**config.mk**
```make
export PLATFORM = sky130hd
export DESIGN_NAME = cache_req_arbiter
export DESIGN_NICKNAME = d
export VERILOG_FILES = /design/src/rtl/cache_req_arbiter.sv
export SDC_FILE = /design/constraint.sdc
export NUM_CORES = 1
export LEC_CHECK = 0
export ABC_CLOCK_PERIOD_IN_PS = 6840
export BUFFER_PORTS_ARGS = -buffer_cell sky130_fd_sc_hd__clkbuf_2
export CAP_MARGIN = 40
export CORE_UTILIZATION = 25
export DETAILED_ROUTE_END_ITERATION = 8
export PLACE_DENSITY = 0.58
export SLEW_MARGIN = 20
export SYNTH_ARGS = -nofsm -noshare
export SYNTH_HDL_FRONTEND = slang
export SYNTH_SLANG_ARGS = --single-unit
```
**constraint.sdc**
```tcl
create_clock -name clk_i -period 6.84 [get_ports clk_i]
set_input_delay 0.342 -clock clk_i [delete_from_list [all_inputs] [get_ports clk_i]]
set_output_delay 0.342 -clock clk_i [all_outputs]
set_load 0.02 [all_outputs]
```
**src/rtl/cache_req_arbiter.sv**
```systemverilog
// cache_req_arbiter
//
// Lets num_req_p request sources (loads, stores, AMOs) share one bsg_cache
// packet input. Requesters are served round-robin. Once a packet has been
// offered to the cache, the grant is held on that requester until the cache
// accepts it. The requester ID of every accepted packet is pushed into an
// in-order tag FIFO. Cache responses come back in order, so the FIFO head
// names the requester that owns the current response. The FIFO occupancy
// doubles as the outstanding-request count, and it limits in-flight requests
// to max_outstanding_p.
//
// Ports
//   clk_i          clock
//   reset_i        synchronous, active-high reset
//   req_v_i        per-requester packet valid
//   req_pkt_i      per-requester packets, requester i in [i*pkt_width_p +: pkt_width_p]
//   req_ready_o    per-requester accept (one-hot or zero)
//   cache_v_o      packet valid to cache (independent of cache_ready_i)
//   cache_pkt_o    granted packet
//   cache_ready_i  cache accepts packet
//   cache_data_i   cache response data
//   cache_v_i      cache response valid
//   cache_yumi_o   cache response consumed
//   resp_v_o       one-hot response valid to the owning requester
//   resp_data_o    response data, shared by all requesters
//   resp_yumi_i    per-requester response consume
//   outstanding_o  issued-but-unanswered request count

module cache_req_arbiter #(
    parameter int unsigned num_req_p         = 4,
    parameter int unsigned pkt_width_p       = 16,
    parameter int unsigned data_width_p      = 32,
    parameter int unsigned max_outstanding_p = 4,
    localparam int unsigned id_width_lp      = (num_req_p > 1) ? $clog2(num_req_p) : 1,
    localparam int unsigned count_width_lp   = $clog2(max_outstanding_p + 1)
) (
    input  logic                                 clk_i,
    input  logic                                 reset_i,

    input  logic [num_req_p-1:0]                 req_v_i,
    input  logic [num_req_p*pkt_width_p-1:0]     req_pkt_i,
    output logic [num_req_p-1:0]                 req_ready_o,

    output logic                                 cache_v_o,
    output logic [pkt_width_p-1:0]               cache_pkt_o,
    input  logic                                 cache_ready_i,

    input  logic [data_width_p-1:0]              cache_data_i,
    input  logic                                 cache_v_i,
    output logic                                 cache_yumi_o,

    output logic [num_req_p-1:0]                 resp_v_o,
    output logic [data_width_p-1:0]              resp_data_o,
    input  logic [num_req_p-1:0]                 resp_yumi_i,

    output logic [count_width_lp-1:0]            outstanding_o
);

    localparam int unsigned ptr_width_lp =
        (max_outstanding_p > 1) ? $clog2(max_outstanding_p) : 1;

    localparam logic [count_width_lp-1:0] max_count_lp = count_width_lp'(max_outstanding_p);
    localparam logic [ptr_width_lp-1:0]   ptr_last_lp  = ptr_width_lp'(max_outstanding_p - 1);
    localparam logic [id_width_lp-1:0]    id_last_lp   = id_width_lp'(num_req_p - 1);
    localparam logic [id_width_lp:0]      num_req_ext_lp = (id_width_lp + 1)'(num_req_p);

    // ------------------------------------------------------------------
    // State
    // ------------------------------------------------------------------
    logic [id_width_lp-1:0]    r_rr_ptr;
    logic                      r_hold;
    logic [id_width_lp-1:0]    r_held_id;
    logic [id_width_lp-1:0]    r_tags [max_outstanding_p];
    logic [ptr_width_lp-1:0]   r_wr_ptr;
    logic [ptr_width_lp-1:0]   r_rd_ptr;
    logic [count_width_lp-1:0] r_count;

    // ------------------------------------------------------------------
    // Round-robin search
    // ------------------------------------------------------------------
    // The valid vector is duplicated so that a plain part-select starting at
    // the pointer gives the requests rotated into pointer-relative order.
    logic [2*num_req_p-1:0] w_req_dbl;
    logic [num_req_p-1:0]   w_req_rot;
    logic                   w_rr_found;
    logic [id_width_lp-1:0] w_rr_offset;
    logic [id_width_lp:0]   w_rr_sum;
    logic [id_width_lp-1:0] w_rr_grant;

    assign w_req_dbl = {req_v_i, req_v_i};
    assign w_req_rot = w_req_dbl[r_rr_ptr +: num_req_p];

    always_comb begin
        w_rr_found  = 1'b0;
        w_rr_offset = '0;
        for (int unsigned k = 0; k < num_req_p; k++) begin
            if (!w_rr_found && w_req_rot[k]) begin
                w_rr_found  = 1'b1;
                w_rr_offset = id_width_lp'(k);
            end
        end
    end

    // Map the rotated offset back to an absolute ID (pointer + offset mod N).
    always_comb begin
        w_rr_sum = {1'b0, r_rr_ptr} + {1'b0, w_rr_offset};
        if (w_rr_sum >= num_req_ext_lp) begin
            w_rr_sum = w_rr_sum - num_req_ext_lp;
        end
        w_rr_grant = w_rr_sum[id_width_lp-1:0];
    end

    // ------------------------------------------------------------------
    // Grant and request-side outputs
    // ------------------------------------------------------------------
    logic                   w_grant_v;
    logic [id_width_lp-1:0] w_grant;
    logic                   w_issue_ok;
    logic                   w_cache_v;
    logic                   w_fire;
    logic [pkt_width_p-1:0] w_grant_pkt;

    // A stalled packet keeps its grant so that the cache sees a stable request.
    assign w_grant    = r_hold ? r_held_id : w_rr_grant;
    assign w_grant_v  = r_hold ? req_v_i[r_held_id] : w_rr_found;
    assign w_issue_ok = (r_count < max_count_lp);
    assign w_cache_v  = ~reset_i & w_issue_ok & w_grant_v;
    assign w_fire     = w_cache_v & cache_ready_i;

    always_comb begin
        w_grant_pkt = '0;
        for (int unsigned k = 0; k < num_req_p; k++) begin
            if (id_width_lp'(k) == w_grant) begin
                w_grant_pkt = req_pkt_i[k*pkt_width_p +: pkt_width_p];
            end
        end
    end

    always_comb begin
        req_ready_o = '0;
        for (int unsigned k = 0; k < num_req_p; k++) begin
            req_ready_o[k] = w_fire & (id_width_lp'(k) == w_grant);
        end
    end

    assign cache_v_o   = w_cache_v;
    assign cache_pkt_o = w_grant_pkt;

    // ------------------------------------------------------------------
    // Response routing
    // ------------------------------------------------------------------
    logic                   w_nonempty;
    logic [id_width_lp-1:0] w_head;
    logic                   w_resp_active;
    logic                   w_pop;

    // The FIFO occupancy equals the outstanding count.
    assign w_nonempty    = (r_count != '0);
    assign w_head        = r_tags[r_rd_ptr];
    assign w_resp_active = ~reset_i & cache_v_i & w_nonempty;
    assign w_pop         = w_resp_active & resp_yumi_i[w_head];

    always_comb begin
        resp_v_o = '0;
        for (int unsigned k = 0; k < num_req_p; k++) begin
            resp_v_o[k] = w_resp_active & (id_width_lp'(k) == w_head);
        end
    end

    assign resp_data_o   = cache_data_i;
    assign cache_yumi_o  = w_pop;
    assign outstanding_o = r_count;

    // ------------------------------------------------------------------
    // Sequential state
    // ------------------------------------------------------------------
    always_ff @(posedge clk_i) begin
        if (reset_i) begin
            r_rr_ptr  <= '0;
            r_hold    <= 1'b0;
            r_held_id <= '0;
            r_wr_ptr  <= '0;
            r_rd_ptr  <= '0;
            r_count   <= '0;
        end else begin
            if (w_fire) begin
                r_rr_ptr <= (w_grant == id_last_lp) ? '0 : w_grant + id_width_lp'(1);
                r_hold   <= 1'b0;
                r_wr_ptr <= (r_wr_ptr == ptr_last_lp) ? '0 : r_wr_ptr + ptr_width_lp'(1);
            end else if (w_cache_v) begin
                r_hold    <= 1'b1;
                r_held_id <= w_grant;
            end

            if (w_pop) begin
                r_rd_ptr <= (r_rd_ptr == ptr_last_lp) ? '0 : r_rd_ptr + ptr_width_lp'(1);
            end

            unique case ({w_fire, w_pop})
                2'b10:   r_count <= r_count + count_width_lp'(1);
                2'b01:   r_count <= r_count - count_width_lp'(1);
                default: r_count <= r_count;
            endcase
        end
    end

    // Tag storage needs no reset: entries are only read while the count
    // says they are valid.
    always_ff @(posedge clk_i) begin
        if (!reset_i && w_fire) begin
            r_tags[r_wr_ptr] <= w_grant;
        end
    end

    // A response with nothing outstanding has no owner.
    always_ff @(posedge clk_i) begin
        if (!reset_i) begin
            assert (!(cache_v_i && !w_nonempty))
                else $error("cache_req_arbiter: cache response with no outstanding request");
        end
    end

endmodule

```
# Yosys cells after proc, flatten, opt, wreduce, memory -nomap -nowiden
# Memory sizes are Yosys's and may differ from the RTL's. A register that Yosys moved wholly into a read port is not among the register bits.
# Index checks and enable logic that the tools add are counted.
# Widths: inputs -> output; s select.
dict set report totals {
  latch_bits 0
  mem_bits_ro 0
  mem_bits_rw 8
  input_bits 108
  register_bits 12
  wordCells 86
  n_memories 1
}
dict set report classes {
  multipliers 0
  n_reduce_logical 14
  order_cmp 4
  addsub 7
  shift 1
  mux 26
  eq_ne 11
  n_div 0
  n_bitwise 16
}
# memory words width rd rd_ports_with_merged_regs wr line_no
set mem_list {}
lappend mem_list {r_tags 4 2 1 1 1 73} ;# logic [id_width_lp-1:0] r_tags [max_outstanding_p];
# operator n
set ops {}
lappend ops {{$mux 16} 4}
lappend ops {{$mux 2} 9}
lappend ops {{$and 1x1->1} 14}
lappend ops {{$mux 1} 10}
lappend ops {{$eq 2x2->1 const A} 4}
lappend ops {{$eq 2x2->1 const B} 4}
lappend ops {{$shiftx 8x3->4} 1}
lappend ops {{$add 2x1->2 const B} 3}
lappend ops {{$lt 2x3->1 const B} 2}
lappend ops {{$pmux 3 s2} 1}
lappend ops {{$bmux 1 s2} 2}
lappend ops {{$eq 1x2->1 const A} 2}
lappend ops {{$logic_and 1x1->1} 4}
lappend ops {{$logic_not 1->1} 4}
lappend ops {{$logic_not 2->1} 2}
lappend ops {{$add 2x2->3} 1}
lappend ops {{$add 3x1->3 const B} 1}
lappend ops {{$ge 3x3->1 const B} 1}
lappend ops {{$lt 3x3->1 const B} 1}
lappend ops {{$reduce_bool 3->1} 1}
lappend ops {{$sub 3x1->3 const B} 1}
lappend ops {{$eq 2x1->1 const B} 1}
lappend ops {{$not 1->1} 2}
lappend ops {{$reduce_and 2->1} 1}
lappend ops {{3 further kinds} 3}

# Longest topological paths before layout
# Gate-level depths: netlist (run 1).
dict set report depth {
  depth_word 20
  ltp_mapped 17
  depth_no_buf 15
}

# Worst setup path before layout (run 1)
# No wires, ideal clock.
dict set report synth_timing {
  path_kind {register -> output}
  start {register r_rr_ptr[0]}
  end {output port cache_pkt_o[4]}
  slack_ns 3.361
  required_ns 6.498
  arrival_time_ns 3.137
  n_path_buf 3
  path_stages_with_launch 16
  cell_sequence {dfxtp_1 -> clkbuf_1 -> nor3_1 -> a31oi_1 -> o211ai_1 -> ha_1 -> mux2i_1 -> inv_1 -> ha_1 -> clkbuf_1 -> nor2b_1 -> clkbuf_1 -> a22oi_1 -> nor2_1 -> a21oi_1 -> o21ai_1}
}
dict set report synth_via {
  elab_chain_cells 20
}
# element line_no
set synth_lines {}
lappend synth_lines {{start, declared} 70} ;# logic [id_width_lp-1:0] r_rr_ptr;
lappend synth_lines {{start signal, assigned} 187} ;# r_rr_ptr <= (w_grant == id_last_lp) ? '0 : w_grant + id_width_lp'(1);
lappend synth_lines {{$shiftx 8x3->4} 91} ;# assign w_req_rot = w_req_dbl[r_rr_ptr +: num_req_p];
lappend synth_lines {{$mux 1} 97} ;# if (!w_rr_found && w_req_rot[k]) begin
lappend synth_lines {{$logic_not 1->1} 97}
lappend synth_lines {{$logic_and 1x1->1} 97}
lappend synth_lines {{$mux 1} 97}
lappend synth_lines {{$logic_not 1->1} 97}
lappend synth_lines {{$logic_and 1x1->1} 97}
lappend synth_lines {{$mux 1} 97}
lappend synth_lines {{(+3 left out)} n/a}
lappend synth_lines {{$add 2x2->3 *} 106} ;# w_rr_sum = {1'b0, r_rr_ptr} + {1'b0, w_rr_offset};
lappend synth_lines {{$ge 3x3->1 / $sub 2x1->2 (equally long branches)} {107, 108}}
lappend synth_lines {{$mux 2 *} 107} ;# if (w_rr_sum >= num_req_ext_lp) begin
lappend synth_lines {{$mux 2 *} 124} ;# assign w_grant = r_hold ? r_held_id : w_rr_grant;
lappend synth_lines {{via w_grant[0]} 117} ;# logic [id_width_lp-1:0] w_grant;
lappend synth_lines {{$logic_not 2->1} 133} ;# if (id_width_lp'(k) == w_grant) begin
lappend synth_lines {{$mux 16 (3 in series)} 133}
lappend synth_lines {{$mux 16 *} 133}
lappend synth_lines {{end, declared} 45} ;# output logic [pkt_width_p-1:0] cache_pkt_o,
# The timed path passes the listed nets; every way through them passes the cells marked *.

# Worst setup path in the final report (run 1)
dict set report layout_timing {
  start {register r_rr_ptr[0]}
  end {output port cache_pkt_o[6]}
}
# The elaborated chain is that of the path after synthesis.

==> results of run 1 <==
==> logic make-up after synthesis <==
group                      share of synthesized area
buffers and inverters                         0.1666
adders and majority gates                    0.07604
and+or+nand+nor                               0.2094
xor gates and xnor gates                     0.01690
muxes                                        0.06820
DFF                                           0.2511
AOI/OAI and AO/OA                             0.2118
==> per-stage QoR <==
stage	hold slack [ps]	util	setup slack (ps)	power, mW	cells
2_1_floorplan	445.4	-	3361	0.4012	266
3_3_place_gp	519.9	0.3069	2687	0.4666	424
3_5_place_dp	519.0	0.3117	3044	0.4780	427
4_1_cts	413.0	0.3207	2814	0.5982	431
5_1_grt	448.5	0.3207	2295	0.6417	431
6_report	415.7	0.3207	2872	0.5933	431
==> per-layer routing <==
metal | global-route usage | part of all wire | vias to the layer above
met3 | 0.02683 | 0.075 | 10
met1 | 0.1431 | 0.43 | 830
met4 | 0.01410 | 0.0070 | 0
met2 | 0.2077 | 0.49 | 87
li1 | - | - | 1025
met5 | 0 | 0 | -
==> how the worst max path moves through the flow <==
stage / from / to / depth (start not counted)
final: r_rr_ptr[0] / cache_pkt_o[6] / 14
after CTS: r_rr_ptr[0] / cache_pkt_o[7] / 15
after global placement: req_v_i[3] / cache_pkt_o[1] / 15
after floorplan: r_rr_ptr[0] / cache_pkt_o[4] / 15
after global routing: r_rr_ptr[0] / cache_pkt_o[6] / 14
after detailed placement: req_v_i[2] / cache_pkt_o[6] / 17
==> sequential cells by signal, indices dropped and copies added, names as in the netlist, named ones only <==
name / cells
r_tags: 8
outstanding_o: 3
r_held_id: 2
r_rd_ptr: 2
r_rr_ptr: 2
r_wr_ptr: 2
r_hold: 1
==> power groups by stage <==
stage	clock [mW]	combinational (mW)	sequential (mW)
2_1_floorplan	0	0.246	0.155
3_3_place_gp	0	0.307	0.159
3_5_place_dp	0	0.319	0.159
4_1_cts	0.122	0.320	0.156
5_1_grt	0.128	0.356	0.158
6_report	0.120	0.317	0.156
==> worst max-delay path, cell delays in order (launching register included) <==
cell      delay (ps)
dfxtp_1          560
nor3b_1          100
o21ai_1          160
o211ai_1         110
ha_1             280
mux2i_1          330
inv_1            190
ha_1             480
nor2b_1          330
buf_4            240
a22oi_1           90
nor2_1           140
a21oi_1           50
o21ai_1          120
clkbuf_2         180
==> layout by cell type, fill, tap and decap left out, drive strengths merged, types with 3 or more instances in the layout <==
cell type    n
edfxtp       8
nand2       19
nor3         6
buf          4
xor2         3
dfxtp       14
a21oi       22
mux2i        7
o21ai       20
nor2        37
and2         9
nor4b        3
clkbuf     107
mux4         3
a22oi       15
ha          11
inv         10
==> cell type report <==
class,count,area (um2),share of cell area
Sequential cell,22,520.5,0.2057
Multi-Input combinational cell,185,1207,0.4773
Clock buffer,3,41.29,0.01632
Timing Repair Buffer,108,565.5,0.2235
Inverter,10,37.54,0.01484
Tap cell,102,127.6,0.05044
Clock inverter,1,30.03,0.01187
==> out/qor.yml, run 1 <==
final_layout:
  final_layout_size_suffix_gt1_frac: 0.3678
  area_growth_pct: 22.03
  fillCellCount: 844
  final_area_um2: 2530
  num_antenna_cells: 0
  nets: 450
route:
  drt-wirelength-per-cell_um: 11.60
  first_pass_iters: 4
  vias_per_cell: 4.529
  post-route-drc-count: 0
  postRouteAntennaNets: 0
  routed_wl_um: 4999
  num_vias: 1952
  dr.first_iter.drc_count: 101
worst_setup_path:
  cp_data_arrival_time_ps: 3630
  r2r_end: "outstanding_o[2]"
  crit_path_end_kind: "output port"
  critPathMaxFanout: 19
  required_ps: 6500
  ff2ff_path_depth: 9
  critPathKind: "reg2out"
  crit_path_start_kind: "register"
  r2r_slack_ps: 3830
logic_synthesis:
  yosysWarnings: 0
  yosysMostFrequentCell: "nor2_1"
  synthTopCellsByArea: "dfxtp_1 14%, buf_4 12%, edfxtp_1 12%"
  avgSynthCellArea_um2: 7.794
  synthArstFlopShare: 0
  ys_seq_area_frac: 0.2511
  synthCells: 266
  yosysUniqueCellTypes: 44
  ys_top_cells_by_count: "37 x nor2_1, 32 x buf_4, 22 x a21oi_1"
  synth.net_count: 386
  synth-seq-cells: 22
  synth_top_cell_by_area: "dfxtp_1"
  syn_area_um2: 2073
  dominantRegCellSynth: "dfxtp_1"
  synth_top_area_frac: 0.1352
  synth_edf_count: 8
clocking:
  cts-resized-gates: 0
  cts.path.max_buffers: 2
  cts_tree: "built"
  cts_buffers: 3
  cts_sinks: 22
  hold_buffers: 0
  clkTransAtPathRegs_ps: 80
  ctsRootBufferMaster: "clkbuf_8"
  htree_levels: 1
  post_cts_buffers: 0
  clk_latency_ps: 260
worst_hold_path:
  min_to: "r_held_id[0]"
  min_from: "cache_ready_i"
  hold_depth: 3
  hold_class: "in2reg"
timing:
  max_freq_ghz: 0.2520
  skew_ps: 3.981
  slew_viol_final: 0
  min_period_over_period: 0.5800
  worst_pin_slew_ps: 662.5
  finalSetupViolCount: 0
  hold_viol: 0
  relSlewSlack: 0.5583
  rsz0062_at_grt: "no"
  tns_ps: 0
  min_period_ps: 3968
flow_run:
  max_cap_violations: 0
global_routing:
  grt_pass1_vias: 1852
  grt_overflow: 0
  grt_usage: 0.1154
  grt_pass1_wl_um: 8266
  grt_max_degree: 23
  antenna_found_initial: 0
floorplan:
  num_rows: 32
  die_w_um: 93.07
  core_area_um2: 7888
  die_h_um: 93.07
  initial_core_util: 0.2628
  die_area_um2: 8661
  ios: 169
placement:
  postPlaceCellArea_um2: 2459
  dp_hpwl_um: 4132
  gp_congestion: 0.7715
  numPortBuffers: 104
power:
  power.switching_uw: 245.4
  swShare: 0.4137
  power.share.sequential: 0.263
  power_density_nw_per_um2: 234.5
  internal_power_uw: 347.9
  leakagePower_nw: 1.182
  ir_drop_v: 0.00008756
  clkPwrFrac: 0.203
  power_frac_comb: 0.534
run_status:
  status: "finished, final reports clean"
No activity file was read; power rests on OpenSTA's default activity.
==> run 2: changes to the inputs <==
Settings changed: ABC_CLOCK_PERIOD_IN_PS 6840 to 3300, PLACE_DENSITY 0.58 to 0.6.
Clock period 6.84 ns to 3.3 ns, I/O delays scaled along.
==> out/qor.yml, run 2 (synthesized netlist as in run 1, its figures left out) <==
run_status:
  status: "finished, final reports clean"
final_layout:
  largest_reg_flops: 8  # unchanged
  num_antenna_cells: 0  # unchanged
  area_growth_pct: 29.21
  nets: 457  # +1.6%
  mostFrequentLayoutCells: "100 x clkbuf_2, 37 x nor2_1, 19 x nand2_1, 18 x a21oi_1"
  final_area_um2: 2679  # +5.9%
  multiInputGateArea_um2: 1324  # +9.6%
  largest_register: "r_tags"
  fillCellCount: 831  # -1.5%
  final_layout_size_suffix_gt1_frac: 0.4643  # +0.09650
  layout_commonest_cell: "clkbuf_2"
  regArea_um2: 524.3  # +0.72%
route:
  drt-wirelength-per-cell_um: 12.30  # +6.0%
  first_pass_iters: 4  # unchanged
  dr.first_iter.drc_count: 84  # -17%
  vias_per_cell: 4.674  # +3.2%
  postRouteAntennaNets: 0  # unchanged
  num_vias: 2047  # +4.9%
  routed_wl_um: 5386  # +7.7%
  post-route-drc-count: 0  # unchanged
clocking:
  htree_levels: 1  # unchanged
  ctsRootBufferMaster: "clkbuf_8"
  clkTransAtPathRegs_ps: 80  # about the same
  cts_tree: "built"
  cts_sinks: 22  # unchanged
  hold_buffers: 0  # unchanged
  cts.path.max_buffers: 2  # unchanged
  clk_latency_ps: 260  # about the same
  cts_buffers: 3  # unchanged
placement:
  numPortBuffers: 104  # unchanged
  gp_congestion: 0.7996  # +3.6%
  dp_hpwl_um: 4300  # +4.1%
  postPlaceCellArea_um2: 2519  # +2.4%
global_routing:
  top_usage_layer: "met2"
  grt_use_met2: 0.2053  # -0.002451
  antenna_found_initial: 0  # unchanged
  grt_usage: 0.1157  # +0.0002321
  grt_util_met3: 0.02439  # -0.002439
  grt_pass1_vias: 1864  # +0.65%
  grtUsageMet1: 0.1438  # +0.0007135
  grt_pass1_wl_um: 8211  # -0.67%
  grt_max_degree: 18  # -22%
  grt_overflow: 0  # unchanged
timing:
  slew_viol_final: 0  # unchanged
  fin_hold_ws_ps: 238.7  # -176.9 ps
  skew_ps: 4.113  # +0.1316 ps
  rsz0062_at_grt: "yes"
  finalSetupViolCount: 0  # unchanged
  max_freq_ghz: 0.3257
  relSlewSlack: 0.7433  # +0.1849
  min_period_ps: 3070
  worst_pin_slew_ps: 384.6  # -277.9 ps
  hold_viol: 0  # unchanged
  min_period_over_period: 0.9304
floorplan:
  die_w_um: 93.07  # unchanged
  core_area_um2: 7888  # unchanged
  initial_core_util: 0.2628  # unchanged
  ios: 169  # unchanged
  num_rows: 32  # unchanged
  die_h_um: 93.07  # unchanged
  die_area_um2: 8661  # unchanged
flow_run:
  max_cap_violations: 0  # unchanged
worst_setup_path:
  crit_path_end_kind: "output port"
  cp_data_arrival_time_ps: 2910  # -720 ps
  path_cells: "and3b_1 -> o21ai_1 -> o211ai_1 -> ha_2 -> xnor2_1 -> nor4_2 -> or3_4 -> ha_2 -> buf_4 -> nor2_1 -> a21oi_2 -> o21ai_2 -> clkbuf_2"
  critPathKind: "reg2out"
  critPathMaxFanout: 17  # -2
  cpLargestDelayFamily: "simple AND/OR/NAND/NOR gates"
  cpMostUsedCell: "ha_2"
  slowest_delay_ps: 440  # -120 ps
  crit_path_start_kind: "register"
  crit_slowest_cell: "or3_4"
  required_ps: 3130  # -3370 ps
  worst-path-buf-inv: 2  # -1
worst_hold_path:
  hold_class: "in2reg"
power:
  leakagePower_nw: 1.224  # +3.6%
  p_total_mw: 1.257  # +110%
  power_density_nw_per_um2: 469.3  # +100%
  ir_drop_v: 0.0001965  # +120%
-- run 2: cell types whose count changed in the layout (fill, tap and decap cells not counted), sizes merged --
cell,delta
buf,+11
bufinv,-1
clkbuf,-4
clkinv,+1
-- run 2: per-layer routing --
layer	up-vias	wire, um
met1	901	2278
li1	1045	-
met3	8	377
met2	93	2689
met5	-	0
met4	0	40
-- run 2: what timing repair did --
item                                    4_1_cts  5_1_grt
pin swaps                                     0        4
endpoints found under the setup margin        1       17
buffers inserted                              0        1
gates cloned                                  0        1
gates resized for setup                       1       31
-- run 2: path summary, 6_finish.rpt --
path,from,to,slack [ps],cells after the start
setup / recovery,r_rr_ptr[0],cache_pkt_o[9],230,13
hold / removal,cache_ready_i,r_held_id[0],240,3
setup reg to reg,register,outstanding_o[2],310,9
hold reg to reg,r_held_id[1],r_held_id[1],540,2
-- run 2: cell type report --
type / count / share of cell area
Inverter: 10 / 0.01401
Timing Repair Buffer: 115 / 0.2317
Tap cell: 102 / 0.04764
Clock buffer: 3 / 0.01541
Sequential cell: 22 / 0.1957
Clock inverter: 1 / 0.001401
Multi-Input combinational cell: 185 / 0.4942
-- run 2: through the flow --
step | setup TNS, ps | utilization | std cells | setup slack, ps
floorplan | 0 | - | 266 | 90.67
global placement | 0 | 0.3193 | 432 | 321.8
detailed placement | 0 | 0.3193 | 432 | 289.5
CTS | 0 | 0.3252 | 436 | 89.50
global route | -4.804 | 0.3396 | 438 | -4.804
finish | 0 | 0.3396 | 438 | 229.7
-- run 2: power breakdown --
group	switching, mW	internal (mW)	leakage [nW]
combinational	0.444	0.320	1.01
sequential	0.0209	0.304	0.189
clock	0.0848	0.0829	0.0231
-- run 2: worst min-delay path, cell delays in order --
cell and delay (ps):
clkbuf_2 100, inv_1 100, a311oi_1 90
==> run 3: changes to the inputs <==
Settings changed: CORE_ASPECT_RATIO from default to 2.
==> out/qor.yml, run 3 (synthesized netlist as in run 1, its figures left out) <==
power:
  ir_drop_v: 0.0002128  # +8.3%
  p_total_mw: 1.378  # +9.6%
  leakagePower_nw: 1.235  # +0.94%
  power_density_nw_per_um2: 515.1  # +9.7%
timing:
  tns_ps: 0  # unchanged
  max_freq_ghz: 0.3223  # -1.0%
  finalSetupViolCount: 0  # unchanged
  hold_viol: 0  # unchanged
  min_period_over_period: 0.9401  # +0.009730
  min_period_ps: 3102  # +32.11 ps
  skew_ps: 1.561  # -2.552 ps
  relSlewSlack: 0.7115  # -0.03173
  worst_pin_slew_ps: 431.8  # +47.19 ps
  slew_viol_final: 0  # unchanged
global_routing:
  grt_pass1_wl_um: 8921  # +8.6%
  antenna_found_initial: 0  # unchanged
  grt_pass1_vias: 2025  # +8.6%
  grt_max_degree: 34  # +16
  grt_usage: 0.1324  # +0.01670
  grt_overflow: 0  # unchanged
route:
  postRouteAntennaNets: 0  # unchanged
  dr.first_iter.drc_count: 50  # -40%
  num_vias: 2071  # +1.2%
  first_pass_iters: 4  # unchanged
  routed_wl_um: 5396  # +0.19%
  vias_per_cell: 4.828  # +3.3%
  post-route-drc-count: 0  # unchanged
  drt-wirelength-per-cell_um: 12.58  # +2.3%
worst_setup_path:
  cp_num_cells: 15  # +2
  critPathMaxFanout: 15  # -2
  cpLargestDelayFamily: "compound AO/OA/AOI/OAI gates"
  worst-path-buf-inv: 2  # unchanged
  crit_slowest_cell: "dfxtp_2"
  path_cells: "and3b_1 -> o21ai_1 -> o211ai_1 -> ha_2 -> xor2_2 -> a211oi_2 -> nor3_2 -> ha_1 -> nor2b_1 -> buf_6 -> a22oi_1 -> nor2_1 -> a21oi_1 -> o21ai_2 -> clkbuf_2"
  ff2ff_path_depth: 9  # unchanged
  crit_path_end_kind: "output port"
  critPathKind: "reg2out"
  crit_path_start_kind: "register"
  required_ps: 3130  # about the same
  cp_data_arrival_time_ps: 2940  # +30 ps
  slowest_delay_ps: 380  # -60 ps
floorplan:
  num_rows: 46  # +44%
  core_area_um2: 8000  # +1.4%
  die_h_um: 130.8  # +41%
  ios: 169  # unchanged
  die_w_um: 66.40  # -29%
  initial_core_util: 0.2591  # -0.003700
  die_area_um2: 8683  # +0.26%
final_layout:
  nets: 454  # -0.66%
  area_growth_pct: 29.09  # about the same
  num_antenna_cells: 0  # unchanged
  largest_reg_flops: 8  # unchanged
  final_layout_size_suffix_gt1_frac: 0.4354  # -0.02885
  mostFrequentLayoutCells: "104 x clkbuf_2, 37 x nor2_1, 22 x a21oi_1, 19 x nand2_1, 15 x a22oi_1"
  largest_register: "r_tags"
  layout_commonest_cell: "clkbuf_2"
clocking:
  ctsRootBufferMaster: "clkbuf_16"
  clk_latency_ps: 250  # about the same
  cts.path.max_buffers: 2  # unchanged
  cts_buffers: 3  # unchanged
  cts_tree: "built"
  clkTransAtPathRegs_ps: 60  # -20 ps
  hold_buffers: 0  # unchanged
  cts_sinks: 22  # unchanged
  htree_levels: 1  # unchanged
placement:
  numPortBuffers: 104  # unchanged
  dp_hpwl_um: 4389  # +2.1%
  gp_congestion: 0.7890  # -1.3%
run_status:
  status: "finished, final reports clean"
worst_hold_path:
  hold_class: "in2reg"
  hold_depth: 3  # unchanged
flow_run:
  max_cap_violations: 0  # unchanged
-- run 3: cell types whose count changed in the layout (fill, tap and decap cells not counted), sizes merged --
cell	delta
clkinv	-1
buf	-7
clkbuf	+4
bufinv	+1
-- run 3: final cells by class --
type | count | area [um2]
Clock buffer | 3 | 75.07
Clock inverter | 1 | 30.03
Fill cell | 830 | 5324
Inverter | 10 | 37.54
Multi-Input combinational cell | 185 | 1291
Sequential cell | 22 | 521.8
Tap cell | 96 | 120.1
Timing Repair Buffer | 112 | 600.6
-- run 3: worst register-to-register path, cell delays in order, from the launching register on --
cell and delay, ps:
dfxtp_1 370, mux4_2 520, or4b_4 540, o22ai_2 220, ha_1 230, inv_1 60, fa_1 370, xor2_1 160
or3_1 310, a21oi_1 140
-- run 3: where the power goes --
group | internal, mW | total, mW | switching (mW)
Combinational | 0.290 | 0.718 | 0.428
Clock | 0.241 | 0.334 | 0.0933
Sequential | 0.305 | 0.327 | 0.0217
-- run 3: stage by stage --
step	hold WS, ps	area, um2	instances	worst slack (ps)	util
global placement	330.1	2509	424	270.7	0.3136
finish	265.8	2676	429	197.6	0.3345
floorplan	268.4	2111	266	90.67	-
CTS	262.8	2615	428	36.98	0.3269
global route	282.8	2676	429	-41.26	0.3345
detailed placement	330.1	2509	424	241.9	0.3136
-- run 3: path summary, 6_finish.rpt --
check | to | start | slack [ps]
setup / recovery | cache_pkt_o[13] | r_rr_ptr[0] | 200
hold / removal | r_held_id[0] | cache_ready_i | 270
setup reg to reg | outstanding_o[2] | register | 320
hold reg to reg | r_rd_ptr[1] | r_rd_ptr[1] | 540
-- run 3: per-layer routing --
layer  vias up  wire, um  GRT usage
li1       1034         -          -
met1       916      1847     0.1233
met2        94      3031     0.2653
met3        27       304    0.01128
met4         0       213    0.07760
met5         -         0          0
-- run 3: what timing repair did --
| item | in CTS | in global routing |
|---|---|---|
| resized for setup | 1 | 11 |
| buffers inserted | 0 | 1 |
| pin swaps | 0 | 2 |
| setup endpoints to repair | 14 | 16 |
